### src/rtl/instr_fetch_seq.sv
// rtl/instr_fetch_seq.sv - instruction fetch and issue sequencer feeding the uOP decoder
//
// Fetches an opcode byte from program memory at ip, then a trailing immediate
// byte when the opcode carries one, and presents both to the decoder. Jumps
// (0x80) and HALT (0xFE) are executed here on acceptance.
//
// Ports:
//   clk, rst       clock; asynchronous active-high reset
//   run            level enable, sampled only when a new fetch could start
//   mem_req        read request, held until mem_rvalid
//   mem_addr       read address (always ip)
//   mem_rdata      read data, qualified by mem_rvalid
//   mem_rvalid     one-cycle read-complete strobe
//   issue_ready    downstream accepts the issued instruction this cycle
//   instruction    opcode to decoder, 8'hFF whenever instr_valid is low
//   instr_valid    instruction/imm_data valid
//   imm_data       immediate byte, 8'h00 when the opcode has none
//   ip             current instruction pointer
//   halted         high once HALT has been accepted
module instr_fetch_seq #(
  parameter int                ADDR_W   = 8,
  parameter logic [ADDR_W-1:0] RESET_IP = '0
) (
  input  logic              clk,
  input  logic              rst,
  input  logic              run,
  output logic              mem_req,
  output logic [ADDR_W-1:0] mem_addr,
  input  logic [7:0]        mem_rdata,
  input  logic              mem_rvalid,
  input  logic              issue_ready,
  output logic [7:0]        instruction,
  output logic              instr_valid,
  output logic [7:0]        imm_data,
  output logic [ADDR_W-1:0] ip,
  output logic              halted
);

  localparam logic [7:0] OP_JUMP = 8'h80;
  localparam logic [7:0] OP_HALT = 8'hFE;
  localparam logic [7:0] OP_NOP  = 8'hFF;

  typedef enum logic [2:0] {
    S_IDLE,
    S_FETCH_OP,
    S_FETCH_IMM,
    S_ISSUE,
    S_HALTED
  } state_t;

  state_t     state;
  state_t     state_n;
  logic [7:0] opcode_q;
  logic [7:0] imm_q;

  // Load-immediate, ALU-with-immediate and jump all carry a second byte.
  function automatic logic needs_imm(input logic [7:0] op);
    return (op[7:3] == 5'b00000) || (op[7:6] == 2'b01) || (op == OP_JUMP);
  endfunction

  always_ff @(posedge clk or posedge rst) begin
    if (rst) begin
      state    <= S_IDLE;
      ip       <= RESET_IP;
      opcode_q <= OP_NOP;
      imm_q    <= 8'h00;
    end else begin
      state <= state_n;
      case (state)
        S_FETCH_OP: begin
          if (mem_rvalid) begin
            opcode_q <= mem_rdata;
            // Cleared here so single-byte opcodes present a zero immediate.
            imm_q    <= 8'h00;
            ip       <= ip + ADDR_W'(1);
          end
        end
        S_FETCH_IMM: begin
          if (mem_rvalid) begin
            imm_q <= mem_rdata;
            ip    <= ip + ADDR_W'(1);
          end
        end
        S_ISSUE: begin
          // Jump target replaces the already-incremented ip.
          if (issue_ready && (opcode_q == OP_JUMP)) begin
            ip <= ADDR_W'(imm_q);
          end
        end
        default: begin
        end
      endcase
    end
  end

  always_comb begin
    state_n     = state;
    mem_req     = 1'b0;
    mem_addr    = ip;
    instr_valid = 1'b0;
    instruction = OP_NOP;
    imm_data    = 8'h00;
    halted      = 1'b0;
    case (state)
      S_IDLE: begin
        if (run) begin
          state_n = S_FETCH_OP;
        end
      end
      S_FETCH_OP: begin
        mem_req = 1'b1;
        if (mem_rvalid) begin
          state_n = needs_imm(mem_rdata) ? S_FETCH_IMM : S_ISSUE;
        end
      end
      S_FETCH_IMM: begin
        mem_req = 1'b1;
        if (mem_rvalid) begin
          state_n = S_ISSUE;
        end
      end
      S_ISSUE: begin
        instr_valid = 1'b1;
        instruction = opcode_q;
        imm_data    = imm_q;
        if (issue_ready) begin
          if (opcode_q == OP_HALT) begin
            state_n = S_HALTED;
          end else if (run) begin
            state_n = S_FETCH_OP;
          end else begin
            state_n = S_IDLE;
          end
        end
      end
      S_HALTED: begin
        halted = 1'b1;
      end
      default: begin
        state_n = S_IDLE;
      end
    endcase
  end

endmodule

### config.mk
export PLATFORM = sky130hd
export DESIGN_NAME = instr_fetch_seq
export DESIGN_NICKNAME = d
export VERILOG_FILES = /design/src/rtl/instr_fetch_seq.sv
export SDC_FILE = /design/constraint.sdc
export NUM_CORES = 1
export LEC_CHECK = 0
export ABC_AREA = 0
export BUFFER_PORTS_ARGS = -buffer_cell sky130_fd_sc_hd__buf_4
export CORE_MARGIN = 8
export CORE_UTILIZATION = 45
export DETAILED_ROUTE_END_ITERATION = 8
export PLACE_DENSITY = 0.71
export SYNTH_ARGS = -nofsm -noshare
export SYNTH_HDL_FRONTEND = slang
export SYNTH_SLANG_ARGS = --single-unit
### constraint.sdc
create_clock -name clk -period 2.1 [get_ports clk]
set_clock_uncertainty 0.15 [all_clocks]
set_input_delay 0.105 -clock clk [delete_from_list [all_inputs] [get_ports clk]]
set_output_delay 0.105 -clock clk [all_outputs]
set_load 0.05 [all_outputs]
==> impl_metrics.tcl, run 1 <==
set metrics [dict create \
    outcome "finished clean" \
    end_kind "output pin" \
    synth_area_leaders "dfrtp_1, dfstp_2, mux2_2" \
    worst_slew_pin_slew_ps 596.1 \
    multiInputGateArea_sq_um 939.7 \
    timing.final.max_slew_violations 0 \
    crit_fanout 24 \
    viasPerCell 5.392 \
    syn2layout_area_growth_pct 30.07 \
    antenna_cells 0 \
    crit_arrival_ps 1650 \
    syn_nets 206 \
    chipWidth_microns 78.39 \
    synth_area_sq_um 1752 \
    io_pins 48 \
    ys_ff_latch 27 \
    antenna_found_initial 0 \
    final-setup-viol-count 0 \
    row_count 22 \
    synth_top_area_cell "dfrtp_1" \
    syn_avg_cell_area_sq_um 9.123 \
    clockBufferDepth 2 \
    cts-htree-levels 1 \
    wire_per_inst_microns 15.34 \
    drc 0 \
    crit_type "reg2out" \
    nets 258 \
    syn_inst 192 \
    worst-endpoint-required_ps 1850 \
    post-cts-setup-buffers 0 \
    grt_pass1_vias 1612 \
    hold_viol 0 \
    routed_wl_microns 4465 \
    cts_tree "yes" \
    yosysSeqAreaShare_pct 39.14 \
    fillers 326 \
    core_sq_um 3716 \
    start_util_pct 47.14 \
    slew_headroom_pct 60.18 \
    clk_latency_ps 280 \
    synth_edf_count 0 \
    cp-start-kind "flop" \
    numCtsBuffers 3 \
    rsz0062_at_grt "false" \
    synth_cell_types 47 \
    cts.reportedPaths.clkPinSlew_ps 100 \
    cts-root-buf "clkbuf_8" \
    gr-total-overflow 0 \
    grt_max_degree 25 \
    first_iter_violations 108 \
    fp.dieH_microns 78.39 \
    seq_area_sq_um 685.7 \
    hpwl_microns 3305 \
    fin_tns_setup_ps 0 \
    fin_crit_sh_pct 90.88 \
    grt_usage_pct 14.77 \
    vias 1569 \
    grt_first_pass_wirelength_microns 7576 \
    dr.pass1.iters 4 \
    antenna_left 0 \
    maxCapViolCount 0 \
    hold_path.class "in2reg" \
    fmax_mhz 524.0 \
    finish.utilization_pct 61.31 \
    min_period_ps 1908 \
    drive_above_1_share_pct 36.63 \
    synth.top_cell.area_share_pct 27.14 \
    dieArea_sq_um 6145 \
    ys.flop_type "dfrtp_1" \
    clock_sinks 27 \
    routabilityCongestion 0.8030 \
    async_reset_ff_share_pct 100.0 \
    io_buffer_count 47 \
    yosysWarnings 0 \
]
[worst max-delay path, cell delays in order, from the launching register on]
cell      delay (ps)
dfrtp_1          390
nand3b_2         340
inv_4            270
and2_1           180
buf_4            200
[routing by layer]
| layer | up-vias | share of wire, % | global-route usage, % |
|---|---|---|---|
| met5 | - | 0 | 0 |
| met4 | 0 | 1.4 | 5.000 |
| met3 | 7 | 7.8 | 4.670 |
| met2 | 51 | 49 | 24.69 |
| met1 | 740 | 42 | 17.47 |
| li1 | 771 | - | - |
[flip-flops by register name, indices dropped and copies added, names as in the netlist]
name / flops
ip: 8
imm_q: 8
opcode_q: 8
state: 3
[path summary, 6_finish.rpt]
path	cells after the start	from	end	slack [ps]
setup / recovery	4	state[2]	imm_data[0]	190
min in group asynchronous	3	rst	state[0]	270
setup reg to reg	5	opcode_q[6]	ip[6]	310
hold / removal	4	run	state[0]	110
max in group asynchronous	4	rst	ip[6]	940
hold reg to reg	2	imm_q[0]	imm_q[0]	390
[timing repair]
action,in CTS,in global routing
hold buffers,11,0
gates resized for setup,0,2
endpoints found under the hold margin,19,0
endpoints found under the setup margin,0,8
[placed cells by master, fill, tap and decap left out, types with 2 or more instances in the layout]
master,instances
nor3_1,5
dfrtp_1,19
nand3_1,4
and2_1,9
buf_4,56
nor2b_1,11
a211oi_1,2
o21ai_0,7
dfstp_2,8
mux2_2,9
nand4_1,3
nand3b_1,2
mux2_4,3
o21ai_1,6
clkbuf_8,3
dlygate4sd3_1,11
nor2_1,14
inv_1,2
a21oi_1,7
nand4b_1,2
nand2b_1,13
a31oi_1,8
nand2_1,15
nor3_2,2
[Yosys cell counts, types with 3 or more instances]
| master | number |
|---|---|
| nand3_1 | 4 |
| dfrtp_1 | 19 |
| nand2b_1 | 13 |
| nand4_1 | 3 |
| mux2_2 | 9 |
| o21ai_0 | 7 |
| o21ai_1 | 6 |
| nand2_1 | 15 |
| buf_2 | 6 |
| buf_4 | 8 |
| a31oi_1 | 8 |
| nor2b_1 | 11 |
| dfstp_2 | 8 |
| nor3_1 | 5 |
| nor2_1 | 14 |
| mux2_4 | 3 |
| and2_1 | 9 |
| clkbuf_1 | 4 |
| a21oi_1 | 7 |
[through the flow]
| stage | area (sq um) | hold slack, ps | setup WS (ps) | instances |
|---|---|---|---|---|
| finish | 2278 | 107.0 | 191.6 | 291 |
| global route | 2278 | 108.4 | 61.95 | 291 |
| CTS | 2276 | 102.6 | 70.04 | 291 |
| detailed placement | 2117 | 39.56 | 351.1 | 276 |
| global placement | 2117 | 29.87 | 415.8 | 276 |
| floorplan | 1758 | 1.786 | 197.2 | 192 |
[layout make-up]
class                      instances  area share (%)
timing repair buffer              67           23.28
tap                               48           2.636
inverter                           3          0.6041
clock inverter                     1          0.3295
multi-input combinational        142           41.24
clock buffer                       3           1.812
sequential                        27           30.09
[logic make-up after synthesis]
family	count (synthesis)	synth area share (%)
AOI/OAI and AO/OA	39	14.36
and+or+nand+nor	87	28.29
muxes	13	8.929
DFF	27	39.14
buffers and inverters	23	7.500
xor gates and xnor gates	1	0.5001
adders and majority gates	2	1.286
Power of run 1 is left out: the tool's default activity adds up to more than one toggle a clock period on the data nets, which glitch-free logic cannot reach.
==> run 2: changes to the inputs <==
--- a/config.mk
+++ b/config.mk
@@ -6,7 +6,7 @@
 export NUM_CORES = 1
 export LEC_CHECK = 0
 export ABC_AREA = 0
-export BUFFER_PORTS_ARGS = -buffer_cell sky130_fd_sc_hd__buf_4
+export BUFFER_PORTS_ARGS = -buffer_cell sky130_fd_sc_hd__buf_2
 export CORE_MARGIN = 8
 export CORE_UTILIZATION = 45
 export DETAILED_ROUTE_END_ITERATION = 8
==> impl_metrics.tcl, run 2 (same netlist as run 1, synthesis figures left out) <==
set metrics [dict create \
    outcome "finished clean" \
    place_worst_setup_slack_ps 156.5 \
    fmax_mhz 512.3 \
    hold_path_depth 3 \
    reg_top3 "imm_q x8, ip x8, opcode_q x8" \
    antenna_left 0 \
    fp.dieH_microns 78.39 \
    clockBufferDepth 2 \
    routabilityCongestion 0.7818 \
    min_period_ps 1952 \
    fin_area_sq_um 2147 \
    dr.pass1.iters 4 \
    io_pins 48 \
    fin_cells 290 \
    fillers 345 \
    row_count 22 \
    worstReg2RegEnd "ip[7]" \
    grt_pass1_vias 1606 \
    dieArea_sq_um 6145 \
    cts_tree "yes" \
    grt_first_pass_wirelength_microns 7590 \
    dpl_cell_area_sq_um 1984 \
    cts.reportedPaths.clkPinSlew_ps 90 \
    io_buffer_count 47 \
    slew_headroom_pct 60.03 \
    layout_common_cells "buf_2, dfrtp_1, nand2_1, nor2_1, nand2b_1" \
    worst_slew_pin_slew_ps 598.4 \
    final_common_cell "buf_2" \
    viasPerCell 5.372 \
    multiInputGateArea_sq_um 939.7 \
    r2r_slack_ps 290 \
    cp-start-kind "flop" \
    timing.final.max_slew_violations 0 \
    final-setup-viol-count 0 \
    fin_tns_setup_ps 0 \
    nets 257 \
    first_iter_violations 82 \
    worst-endpoint-required_ps 1850 \
    core_sq_um 3716 \
    grt_max_degree 28 \
    drive_above_1_share_pct 36.78 \
    hold_path.class "in2reg" \
    layout_setup_ws_ps 148.2 \
    clock_sinks 27 \
    grt_usage_pct 14.66 \
    end_kind "output pin" \
    hpwl_microns 3120 \
    crit_type "reg2out" \
    vias 1558 \
    crit_arrival_ps 1700 \
    gr-total-overflow 0 \
    rsz0062_at_grt "false" \
    dp.cells 274 \
    hold_path.startpoint "mem_rvalid" \
    r2r_cells 4 \
    hold_viol 0 \
    crit_fanout 24 \
    maxCapViolCount 0 \
    hold_end "state[1]" \
    antenna_cells 0 \
    routed_wl_microns 4384 \
    r2r-start "state[0]" \
    seq_area_sq_um 686.9 \
    antenna_found_initial 0 \
    start_util_pct 47.14 \
    syn2layout_area_growth_pct 22.57 \
    wire_per_inst_microns 15.12 \
    cts-htree-levels 1 \
    chipWidth_microns 78.39 \
    clk_latency_ps 280 \
    cts-root-buf "clkbuf_8" \
    fin_crit_sh_pct 92.94 \
    drc 0 \
    numCtsBuffers 3 \
]
## run 2: repair_timing
item,4_1_cts,5_1_grt
hold endpoints to repair,29,0
endpoints found under the setup margin,0,7
buffers inserted,0,2
hold buffers,10,0
resized for setup,0,2
## run 2: layout make-up
class / instances / area share, %
Clock buffer: 4 / 2.098
Timing Repair Buffer: 66 / 18.76
Multi-Input combinational cell: 142 / 43.76
Tap cell: 48 / 2.797
Sequential cell: 27 / 31.99
Inverter: 3 / 0.5828
## run 2: stage by stage
stage,hold slack (ps),util [%]
2_1_floorplan,1.786,-
3_3_place_gp,33.37,53.40
3_5_place_dp,34.40,53.40
4_1_cts,11.33,57.31
5_1_grt,44.30,57.78
6_report,17.12,57.78
## run 2: how the worst max path moves through the flow
| stage | end | slack [ps] | startpoint | depth (start not counted) |
|---|---|---|---|---|
| final | imm_data[0] | 150 | state[2] | 4 |
| after global routing | imm_data[0] | 40 | state[2] | 4 |
| after floorplan | imm_data[1] | 200 | state[2] | 4 |
| after global placement | ip[7] | 210 | state[0] | 4 |
| after detailed placement | ip[7] | 160 | state[0] | 4 |
| after CTS | imm_data[0] | 40 | state[0] | 4 |
## run 2: routing by layer
layer | global-route usage, % | vias up | share of wire [%]
met5 | 0 | - | 0
met4 | 2.963 | 0 | 0.94
met3 | 5.353 | 4 | 8.0
met2 | 24.69 | 50 | 47
met1 | 17.47 | 738 | 44
li1 | - | 766 | -
## run 2: worst max-delay path, cell delays in order, from the launching register on
cell and delay, ps:
dfrtp_1 460, nand3b_2 250, clkinv_2 230, and2_1 200, buf_2 270
Power of run 2 is left out for the same reason.
==> run 3: changes to the inputs <==
--- a/config.mk
+++ b/config.mk
@@ -7,10 +7,11 @@
 export LEC_CHECK = 0
 export ABC_AREA = 0
 export BUFFER_PORTS_ARGS = -buffer_cell sky130_fd_sc_hd__buf_2
-export CORE_MARGIN = 8
-export CORE_UTILIZATION = 45
+export CELL_PAD_IN_SITES_DETAIL_PLACEMENT = 0
+export CELL_PAD_IN_SITES_GLOBAL_PLACEMENT = 1
+export CORE_UTILIZATION = 39
 export DETAILED_ROUTE_END_ITERATION = 8
-export PLACE_DENSITY = 0.71
+export PLACE_DENSITY = 0.81
 export SYNTH_ARGS = -nofsm -noshare
 export SYNTH_HDL_FRONTEND = slang
 export SYNTH_SLANG_ARGS = --single-unit
==> impl_metrics.tcl, run 3 (same netlist as run 1, synthesis figures left out) <==
set metrics [dict create \
    path_buf_inv 2 \
    final-setup-viol-count 0 \
    fp.dieH_microns 69.02 \
    min_period_ps 1957 \
    maxCapViolCount 0 \
    cts_tree "yes" \
    final_common_cell "buf_2" \
    critPathTopFamily "buffers and inverters" \
    cp_num_cells 4 \
    start_util_pct 40.51 \
    crit_arrival_ps 1700 \
    routed.top_layer "met4" \
    worst_slew_pin_slew_ps 567.9 \
    nets 254 \
    fin_tns_setup_ps 0 \
    grt_pass1_vias 1439 \
    gr-total-overflow 0 \
    end_kind "output pin" \
    r2r-start "state[1]" \
    vias 1546 \
    crit_chain "nand3b_2, clkinv_2, and2_1, buf_2" \
    chipWidth_microns 69.02 \
    core_sq_um 4324 \
    routabilityCongestion 0.7663 \
    row_count 24 \
    dieArea_sq_um 4764 \
    dr.pass1.iters 4 \
    grt_first_pass_wirelength_microns 6844 \
    met1Wirelength_microns 1971 \
    hold_path.startpoint "mem_rvalid" \
    wire_per_inst_microns 13.98 \
    cts-root-buf "clkbuf_8" \
    fmax_mhz 510.9 \
    setup.worst_path.start "state[2]" \
    hpwl_microns 2897 \
    antenna_left 0 \
    worst-endpoint-required_ps 1850 \
    grt_max_degree 25 \
    crit_fanout 24 \
    routed_wl_microns 4067 \
    syn2layout_area_growth_pct 21.57 \
    io_buffer_count 47 \
    wl_met3_microns 146 \
    fin_crit_sh_pct 93.20 \
    cts-htree-levels 1 \
    timing.final.max_slew_violations 0 \
    antenna_cells 0 \
    antenna_found_initial 0 \
    grt_usage_pct 17.46 \
    hold_path_depth 3 \
    drc 0 \
    post-cts-setup-buffers 0 \
    io_pins 48 \
    cts.reportedPaths.clkPinSlew_ps 90 \
    slowest_stage "dfrtp_1" \
    max_stage_delay_ps 470 \
    r2r_cells 4 \
    numCtsBuffers 3 \
    crit_type "reg2out" \
    clockBufferDepth 2 \
    reg_top3 "imm_q x8, ip x8, opcode_q x8" \
    cp-start-kind "flop" \
    slew_headroom_pct 62.07 \
    clock_sinks 27 \
    hold_viol 0 \
    wl_met2_microns 1932 \
    layout_common_cells "buf_2, dfrtp_1, nand2_1, nor2_1, nand2b_1" \
    rsz0062_at_grt "false" \
    drive_above_1_share_pct 35.98 \
    clk_latency_ps 270 \
    hold_path.class "in2reg" \
    first_iter_violations 70 \
    viasPerCell 5.313 \
    outcome "finished clean" \
]
## run 3: layout make-up
type                       instances  area (sq um)
timing repair buffer              63         380.4
inverter                           3         12.51
fill                             423          2195
clock inverter                     1         5.005
clock buffer                       3         41.29
tap                               52         65.06
multi-input combinational        142         939.7
sequential                        27         685.7
## run 3: path summary, 6_finish.rpt
kind	endpoint	slack, ps
setup reg to reg	ip[7]	240
hold / removal	state[1]	30
min in group asynchronous	state[0]	220
hold reg to reg	imm_q[0]	370
max in group asynchronous	ip[2]	1000
setup / recovery	imm_data[0]	140
## run 3: metal layers
metal,vias to the layer above,track usage [%]
met4,0,4.535
li1,763,-
met2,44,29.34
met3,2,2.047
met1,737,23.79
met5,-,0
## run 3: through the flow
step                      hold WS, ps  instances  setup slack (ps)  util, %  instance area, sq um
after detailed placement       -24.06        277             262.8    45.83                  1982
after global routing            58.99        291             23.78    49.25                  2130
after global placement         -17.39        277             291.5    45.83                  1982
final                           27.67        291             142.8    49.25                  2130
after CTS                       18.23        291             68.70    49.22                  2128
after floorplan                 1.786        192             197.2        -                  1758
## run 3: what timing repair did
action | 4_1_cts | 5_1_grt
hold buffers | 10 | 0
resized for setup | 0 | 1
endpoints found under the setup margin | 0 | 3
endpoints found under the hold margin | 22 | 0
## run 3: worst reg2reg max path, cell delays in order (launching register included)
cell      delay (ps)
dfrtp_1          550
maj3_1           240
nor2b_1          480
a21oi_1          150
a211oi_2         220
Power of run 3 is left out for the same reason.
